$ cat src/rtl/i2c_tgt2202_pkg.sv
// i2c_pkg2202: shared state names, default target address and synchronizer depth.
package i2c_pkg2202;
  typedef enum logic [2:0] {
    ST_IDLE, ST_ADDR, ST_AACK, ST_WDATA, ST_WACK, ST_RDATA, ST_RACK, ST_WAIT
  } state_e;
  localparam logic [6:0] TGT_ADDR = 7'h42;
  localparam int SYNC_DEPTH = 2;
endpackage

$ cat src/rtl/i2c_tgt2202_if.sv
// i2c_tgt2202_if: bus lines plus byte-stream handshake between target and its environment.
interface i2c_tgt2202_if;
  logic       i_scl;
  logic       i_sda;
  logic       o_sda_oe;
  logic       o_busy;
  logic       o_rx_valid;
  logic [7:0] o_rx_data;
  logic       o_tx_req;
  logic [7:0] i_tx_data;
  modport slave (input i_scl, i_sda, i_tx_data, output o_sda_oe, o_busy, o_rx_valid, o_rx_data, o_tx_req);
  modport master (output i_scl, i_sda, i_tx_data, input o_sda_oe, o_busy, o_rx_valid, o_rx_data, o_tx_req);
endinterface

$ cat src/rtl/i2c_tgt2202_sync.sv
// i2c_sync_edge2202: synchronizes one bus line and flags its rising/falling edges.
module i2c_sync_edge2202
  import i2c_pkg2202::*;
(
  input  logic i_clk,
  input  logic i_rst,
  input  logic line_i,
  output logic lvl_o,
  output logic rise_o,
  output logic fall_o
);
  logic [SYNC_DEPTH-1:0] sync_q;
  logic                  hist_q;
  // idle bus level is high, so reset there to avoid phantom edges
  always_ff @(posedge i_clk) begin
    if (i_rst) begin
      sync_q <= '1;
      hist_q <= 1'b1;
    end else begin
      sync_q <= {sync_q[SYNC_DEPTH-2:0], line_i};
      hist_q <= sync_q[SYNC_DEPTH-1];
    end
  end
  assign lvl_o  = sync_q[SYNC_DEPTH-1];
  assign rise_o = lvl_o & ~hist_q;
  assign fall_o = ~lvl_o & hist_q;
endmodule

$ cat src/rtl/i2c_tgt2202.sv
// i2c_tgt2202: oversampling I2C target with address match, ACK and byte-stream data.
module i2c_tgt2202
  import i2c_pkg2202::*;
#(
  parameter logic [6:0] ADDR = TGT_ADDR
) (
  input logic           i_clk,
  input logic           i_rst,
  i2c_tgt2202_if.slave  bus
);
  logic scl, scl_r, scl_f, sda, sda_r, sda_f;
  i2c_sync_edge2202 u_scl (.i_clk, .i_rst, .line_i(bus.i_scl), .lvl_o(scl), .rise_o(scl_r), .fall_o(scl_f));
  i2c_sync_edge2202 u_sda (.i_clk, .i_rst, .line_i(bus.i_sda), .lvl_o(sda), .rise_o(sda_r), .fall_o(sda_f));
  state_e     state_q, state_d;
  logic [2:0] cnt_q, cnt_d;
  logic [7:0] sh_q, sh_d, rx_data_q, rx_data_d, sh_in;
  logic       rw_q, rw_d, ph_q, ph_d, oe_q, oe_d, busy_q, busy_d, rxv_q, rxv_d, txr_q, txr_d;
  logic       start_w, stop_w, last, hit;
  // an SCL edge in the same sample masks any START/STOP decode
  assign start_w = scl & sda_f & ~scl_r & ~scl_f;
  assign stop_w  = scl & sda_r & ~scl_r & ~scl_f;
  assign sh_in   = {sh_q[6:0], sda};
  assign last    = cnt_q == 3'd7;
  assign hit     = sh_in[7:1] == ADDR;
  always_comb begin
    state_d   = state_q;
    cnt_d     = cnt_q;
    sh_d      = sh_q;
    rx_data_d = rx_data_q;
    rw_d      = rw_q;
    ph_d      = ph_q;
    oe_d      = oe_q;
    busy_d    = busy_q;
    rxv_d     = 1'b0;
    txr_d     = 1'b0;
    if (txr_q) begin
      sh_d = bus.i_tx_data;
      oe_d = ~bus.i_tx_data[7];
    end
    if (start_w) begin
      state_d = ST_ADDR;
      cnt_d   = 3'd0;
      oe_d    = 1'b0;
      ph_d    = 1'b0;
    end else if (stop_w) begin
      state_d = ST_IDLE;
      cnt_d   = 3'd0;
      oe_d    = 1'b0;
      ph_d    = 1'b0;
      busy_d  = 1'b0;
    end else begin
      case (state_q)
        ST_ADDR: if (scl_r) begin
          sh_d  = sh_in;
          cnt_d = cnt_q + 3'd1;
          if (last) begin
            state_d = hit ? ST_AACK : ST_WAIT;
            busy_d  = hit;
            rw_d    = sda;
            ph_d    = 1'b0;
          end
        end
        // ph_q: 0 = waiting to drive ACK, 1 = ACK on bus until the next fall
        ST_AACK, ST_WACK: if (scl_f) begin
          ph_d = ~ph_q;
          oe_d = ~ph_q;
          if (ph_q) begin
            state_d = rw_q ? ST_RDATA : ST_WDATA;
            txr_d   = rw_q;
            cnt_d   = 3'd0;
          end
        end
        ST_WDATA: if (scl_r) begin
          sh_d  = sh_in;
          cnt_d = cnt_q + 3'd1;
          if (last) begin
            rx_data_d = sh_in;
            rxv_d     = 1'b1;
            state_d   = ST_WACK;
            ph_d      = 1'b0;
          end
        end
        ST_RDATA: if (scl_f) begin
          cnt_d   = cnt_q + 3'd1;
          sh_d    = {sh_q[6:0], 1'b0};
          oe_d    = last ? 1'b0 : ~sh_q[6];
          state_d = last ? ST_RACK : ST_RDATA;
          ph_d    = 1'b0;
        end
        ST_RACK: if (scl_r && !ph_q) begin
          ph_d    = ~sda;
          state_d = sda ? ST_WAIT : ST_RACK;
        end else if (scl_f && ph_q) begin
          state_d = ST_RDATA;
          txr_d   = 1'b1;
          cnt_d   = 3'd0;
          ph_d    = 1'b0;
        end
        default: ;
      endcase
    end
  end
  always_ff @(posedge i_clk) begin
    if (i_rst) begin
      state_q   <= ST_IDLE;
      cnt_q     <= 3'd0;
      sh_q      <= 8'h00;
      rx_data_q <= 8'h00;
      rw_q      <= 1'b0;
      ph_q      <= 1'b0;
      oe_q      <= 1'b0;
      busy_q    <= 1'b0;
      rxv_q     <= 1'b0;
      txr_q     <= 1'b0;
    end else begin
      state_q   <= state_d;
      cnt_q     <= cnt_d;
      sh_q      <= sh_d;
      rx_data_q <= rx_data_d;
      rw_q      <= rw_d;
      ph_q      <= ph_d;
      oe_q      <= oe_d;
      busy_q    <= busy_d;
      rxv_q     <= rxv_d;
      txr_q     <= txr_d;
    end
  end
  // first read bit goes out in the tx_req cycle, straight from the offered byte
  assign bus.o_sda_oe   = txr_q ? ~bus.i_tx_data[7] : oe_q;
  assign bus.o_busy     = busy_q;
  assign bus.o_rx_valid = rxv_q;
  assign bus.o_rx_data  = rx_data_q;
  assign bus.o_tx_req   = txr_q;
endmodule

$ cat src/flat_wrapper.sv
// flat-port wrapper written by rule: the top's interface ports become plain ports
module i2c_tgt2202_flat import i2c_pkg2202::*;
#(
  parameter logic [6:0] ADDR = TGT_ADDR
)
  (i_clk, i_rst, bus_i_scl, bus_i_sda, bus_i_tx_data, bus_o_sda_oe, bus_o_busy, bus_o_rx_valid, bus_o_rx_data, bus_o_tx_req);
  i2c_tgt2202_if bus_i ();
  input logic i_clk;
  input logic i_rst;
  input wire logic [$bits(bus_i.i_scl)-1:0] bus_i_scl;
  input wire logic [$bits(bus_i.i_sda)-1:0] bus_i_sda;
  input wire logic [$bits(bus_i.i_tx_data)-1:0] bus_i_tx_data;
  output wire logic [$bits(bus_i.o_sda_oe)-1:0] bus_o_sda_oe;
  output wire logic [$bits(bus_i.o_busy)-1:0] bus_o_busy;
  output wire logic [$bits(bus_i.o_rx_valid)-1:0] bus_o_rx_valid;
  output wire logic [$bits(bus_i.o_rx_data)-1:0] bus_o_rx_data;
  output wire logic [$bits(bus_i.o_tx_req)-1:0] bus_o_tx_req;
  assign bus_i.i_scl = bus_i_scl;
  assign bus_i.i_sda = bus_i_sda;
  assign bus_i.i_tx_data = bus_i_tx_data;
  assign bus_o_sda_oe = bus_i.o_sda_oe;
  assign bus_o_busy = bus_i.o_busy;
  assign bus_o_rx_valid = bus_i.o_rx_valid;
  assign bus_o_rx_data = bus_i.o_rx_data;
  assign bus_o_tx_req = bus_i.o_tx_req;
  i2c_tgt2202 #(.ADDR(ADDR)) u_core (.i_clk(i_clk), .i_rst(i_rst), .bus(bus_i));
endmodule
$ cat config.mk
export PLATFORM = sky130hd
export DESIGN_NAME = i2c_tgt2202_flat
export DESIGN_NICKNAME = d
export VERILOG_FILES = /design/src/rtl/i2c_tgt2202_pkg.sv /design/src/rtl/i2c_tgt2202_if.sv /design/src/rtl/i2c_tgt2202_sync.sv /design/src/rtl/i2c_tgt2202.sv /design/src/flat_wrapper.sv
export SDC_FILE = /design/constraint.sdc
export NUM_CORES = 1
export LEC_CHECK = 0
export CAP_MARGIN = 0
export CORE_MARGIN = 5
export CORE_UTILIZATION = 48
export CTS_CLUSTER_DIAMETER = 200
export CTS_CLUSTER_SIZE = 10
export DETAILED_ROUTE_END_ITERATION = 12
export PLACE_DENSITY = 0.82
export SLEW_MARGIN = 20
export SYNTH_ARGS = -nofsm -noshare
export SYNTH_HDL_FRONTEND = slang
export SYNTH_SLANG_ARGS = --single-unit
$ cat constraint.sdc
create_clock -name i_clk -period 2 [get_ports i_clk]
set_clock_uncertainty 0.2 [all_clocks]
set_input_delay 0.3 -clock i_clk [delete_from_list [all_inputs] [get_ports i_clk]]
set_output_delay 0.3 -clock i_clk [all_outputs]
set_load 0.05 [all_outputs]
==> results.toml <==
[grt]
grt_pass1_wl_um = 6750
antenna_found_initial = 0
grt_usage_pct = 17.4
overflow = 0
grt_max_degree = 16
grt_pass1_vias = 1469

[clocking]
clock_sinks = 33
cts_tree = "yes"
insertion_delay_ps = 360
hold_buffers = 0
numCtsBuffers = 5
htreeDepth = 2
cts_root_buffer = "clkbuf_4"
cts_setup_buffers = 0
path_clk_slew_ps = 100
cts_max_path_buffers = 2

[setup_path]
rr_worst_depth = 7
critPathLaunch = "u_core.cnt_q[1]"
rrSetupSlack_ps = -80
cpMostUsedCell = "ha_4"
worst-path-max-fanout = 3
regToRegEndpoint = "u_core.state_q[1]"
endpoint_kind = "flop"
cpLargestDelayFamily = "simple AND/OR/NAND/NOR gates"
r2r-start = "u_core.cnt_q[1]"
start_kind = "flop"
cp.buffers_inverters = 0
crit_path_end = "u_core.state_q[1]"
path_class = "reg2reg"
arrival_ps = 2130
cp_slowest_stage_delay_ps = 420
crit_required_ps = 2050
cpMaxStageDelayCell = "or4_4"
worstPathCellList = "ha_4 > ha_4 > nand2_2 > or4_4 > a311o_1 > mux2i_1 > nor2_1"
path_depth = 7

[synth]
netlist_area_um2 = 1700
yosys-top-cells-area = "dfxtp_1 39%, mux2i_1 11%, nor2_1 6.2%, a21oi_1 3.0%, or2_2 2.6%"
synth-main-ff-cell = "dfxtp_1"
synthCells = 188
ys_ff_latch = 33
syn_nets = 202
async_flop_share_pct = 0
netlist.area_leader.share_pct = 39.0
synth_edf_count = 0
yosys_warnings = 0
synth_top_area_cell = "dfxtp_1"
synth_area_per_cell_um2 = 9.02
synth_common_cells = "33 x dfxtp_1, 28 x nor2_1, 18 x mux2i_1, 10 x a21oi_1, 9 x clkbuf_1"
yosysUniqueCellTypes = 48
ys_seq_area_share_pct = 39.0
yosysMostFrequentCell = "dfxtp_1"

[placement]
port_buffers = 23
dp_hpwl_um = 2890
gp_congestion = 0.945

[detailed_routing]
first_iter_violations = 175
vias = 1566
via_per_inst = 5.63
avgRoutedWirePerCell_um = 14.4
routed_wl_um = 4000
drt_first_pass_iters = 4
ant_nets = 0
remaining_drc_errors = 0

[timing]
drv_slew = 0
max_freq_ghz = 0.481
worst_slack_ps = -80.4
hold_ws_ps = 219
hold_viol = 0
setup-violations-final = 2
maxSlewHeadroom_pct = 66.3
period_share_pct = 104
min_period_ps = 2080
rsz0062_at_grt = "yes"
tightest_slew_ps = 504

[floorplan]
fp.dieW_um = 69.4
die_area_um2 = 4820
io_pins = 24
rows = 21
die_h_um = 69.4
core-area_um2 = 3390
start_util_pct = 50.0

[final_layout]
fin_util_pct = 66.7
syn_to_final_growth_pct = 33.4
final_nets = 245
diodes = 0
layout-drive-gt1-share_pct = 27.6

[power_and_ir_drop]
pwr-share-clk_pct = 33.3
ir_drop_uv = 514
power.share.switching_pct = 26.1
seq_power_share_pct = 59.2
power_switching_w = 0.000297
combPwrFrac_pct = 7.5
internal_power_w = 0.000844
p_per_area_nw_per_um2 = 505
p_leak_nw = 0.870

[run]
cap_viol_max_count = 0

[hold_path]
hold_depth = 1
min_path_type = "reg2reg"

[outcome]
status = "finished, violations left"
failed_checks = "setup timing"
## through the flow
step	instance area, um^2	total power [W]	worst slack [ps]	TNS (ps)	cells
after floorplan	1710	0.000731	9.95	0	188
after global placement	2160	0.000773	20.5	0	270
after detailed placement	2160	0.000774	-55.1	-93.3	270
after CTS	2220	0.00115	-39.0	-49.6	278
after global routing	2260	0.00119	-150	-303	278
final	2260	0.00114	-80.4	-105	278
## sequential cells by signal (all words and copies together) (netlist names)
name,flops
u_core.rw_q,1
u_core.bus.o_busy,1
u_core.bus.o_rx_valid,1
u_core.u_sda.sync_q,2
u_core.oe_q,1
u_core.u_scl.hist_q,1
u_core.state_q,3
u_core.ph_q,1
u_core.cnt_q,3
u_core.bus.o_tx_req,1
u_core.bus.o_rx_data,8
u_core.u_scl.sync_q,2
u_core.sh_q,7
u_core.u_sda.hist_q,1
## layout make-up
| type | instances | area, um^2 |
|---|---|---|
| Inverter | 4 | 15.0 |
| Tap cell | 46 | 57.6 |
| Fill cell | 272 | 1130 |
| Timing Repair Buffer | 50 | 455 |
| Sequential cell | 33 | 666 |
| Multi-Input combinational cell | 137 | 1010 |
| Clock buffer | 5 | 37.5 |
| Clock inverter | 3 | 17.5 |
## layer usage
metal | up-vias | GRT usage (%) | wire length (um)
li1 | 775 | - | -
met1 | 721 | 21.5 | 1760
met2 | 59 | 26.8 | 1840
met3 | 11 | 4.78 | 302
met4 | 0 | 10.4 | 108
met5 | - | 0 | 0
## power by group through the flow
stage	Combinational [W]	Clock [W]	Sequential [W]
after global placement	0.0000833	0	0.000690
after floorplan	0.0000475	0	0.000683
after CTS	0.0000850	0.000390	0.000675
after detailed placement	0.0000844	0	0.000690
final	0.0000859	0.000380	0.000676
after global routing	0.0000936	0.000415	0.000678
## what timing repair did
action,CTS,global route
cloned,0,0
gates resized for setup,11,10
setup endpoints to repair,11,7
pin swaps,1,6
## kinds of logic (layout without fill, tap and decap cells)
logic type	after synthesis	in the layout	synth area share, %
AO/OA/AOI/OAI	41	41	17.0
buffers and inverters	18	62	4.72
AND/OR/NAND/NOR	72	72	24.9
adder cells (fa/ha/maj)	2	2	1.48
flip-flops	33	33	39.0
multiplexers	20	20	12.0
XOR/XNOR	2	2	1.03
## placed cells by master (no fill, tap or decap), types with 2 or more instances in the layout
cell,synthesis,layout
a21oi_1,10,9
a31oi_1,2,2
nand2b_1,2,2
buf_12,0,3
or2_2,7,7
ha_4,0,2
nor3_1,4,4
mux2i_1,18,18
nor3b_1,3,3
clkdlybuf4s50_1,0,11
a311oi_1,2,2
and3_1,2,2
buf_4,0,27
clkinv_2,0,2
o31a_1,2,2
nor4bb_1,3,2
a211oi_1,5,5
dfxtp_2,0,4
nor4_1,2,2
clkbuf_4,0,5
mux2_2,2,2
dfxtp_1,33,29
nor2_1,28,28
nand2_1,8,7
nand4b_1,2,2
o21ai_0,7,7
inv_1,4,4
nor2b_1,3,3
dlygate4sd2_1,0,8
## worst min-delay path by stage
stage / start / end
floorplan: u_core.u_scl.sync_q[0] / u_core.u_scl.sync_q[1]
global placement: u_core.u_scl.sync_q[0] / u_core.u_scl.sync_q[1]
detailed placement: u_core.u_scl.sync_q[0] / u_core.u_scl.sync_q[1]
CTS: u_core.u_scl.sync_q[0] / u_core.u_scl.sync_q[1]
global route: u_core.u_scl.sync_q[0] / u_core.u_scl.sync_q[1]
finish: u_core.u_scl.sync_q[0] / u_core.u_scl.sync_q[1]
(Power assumes the default switching activity.)
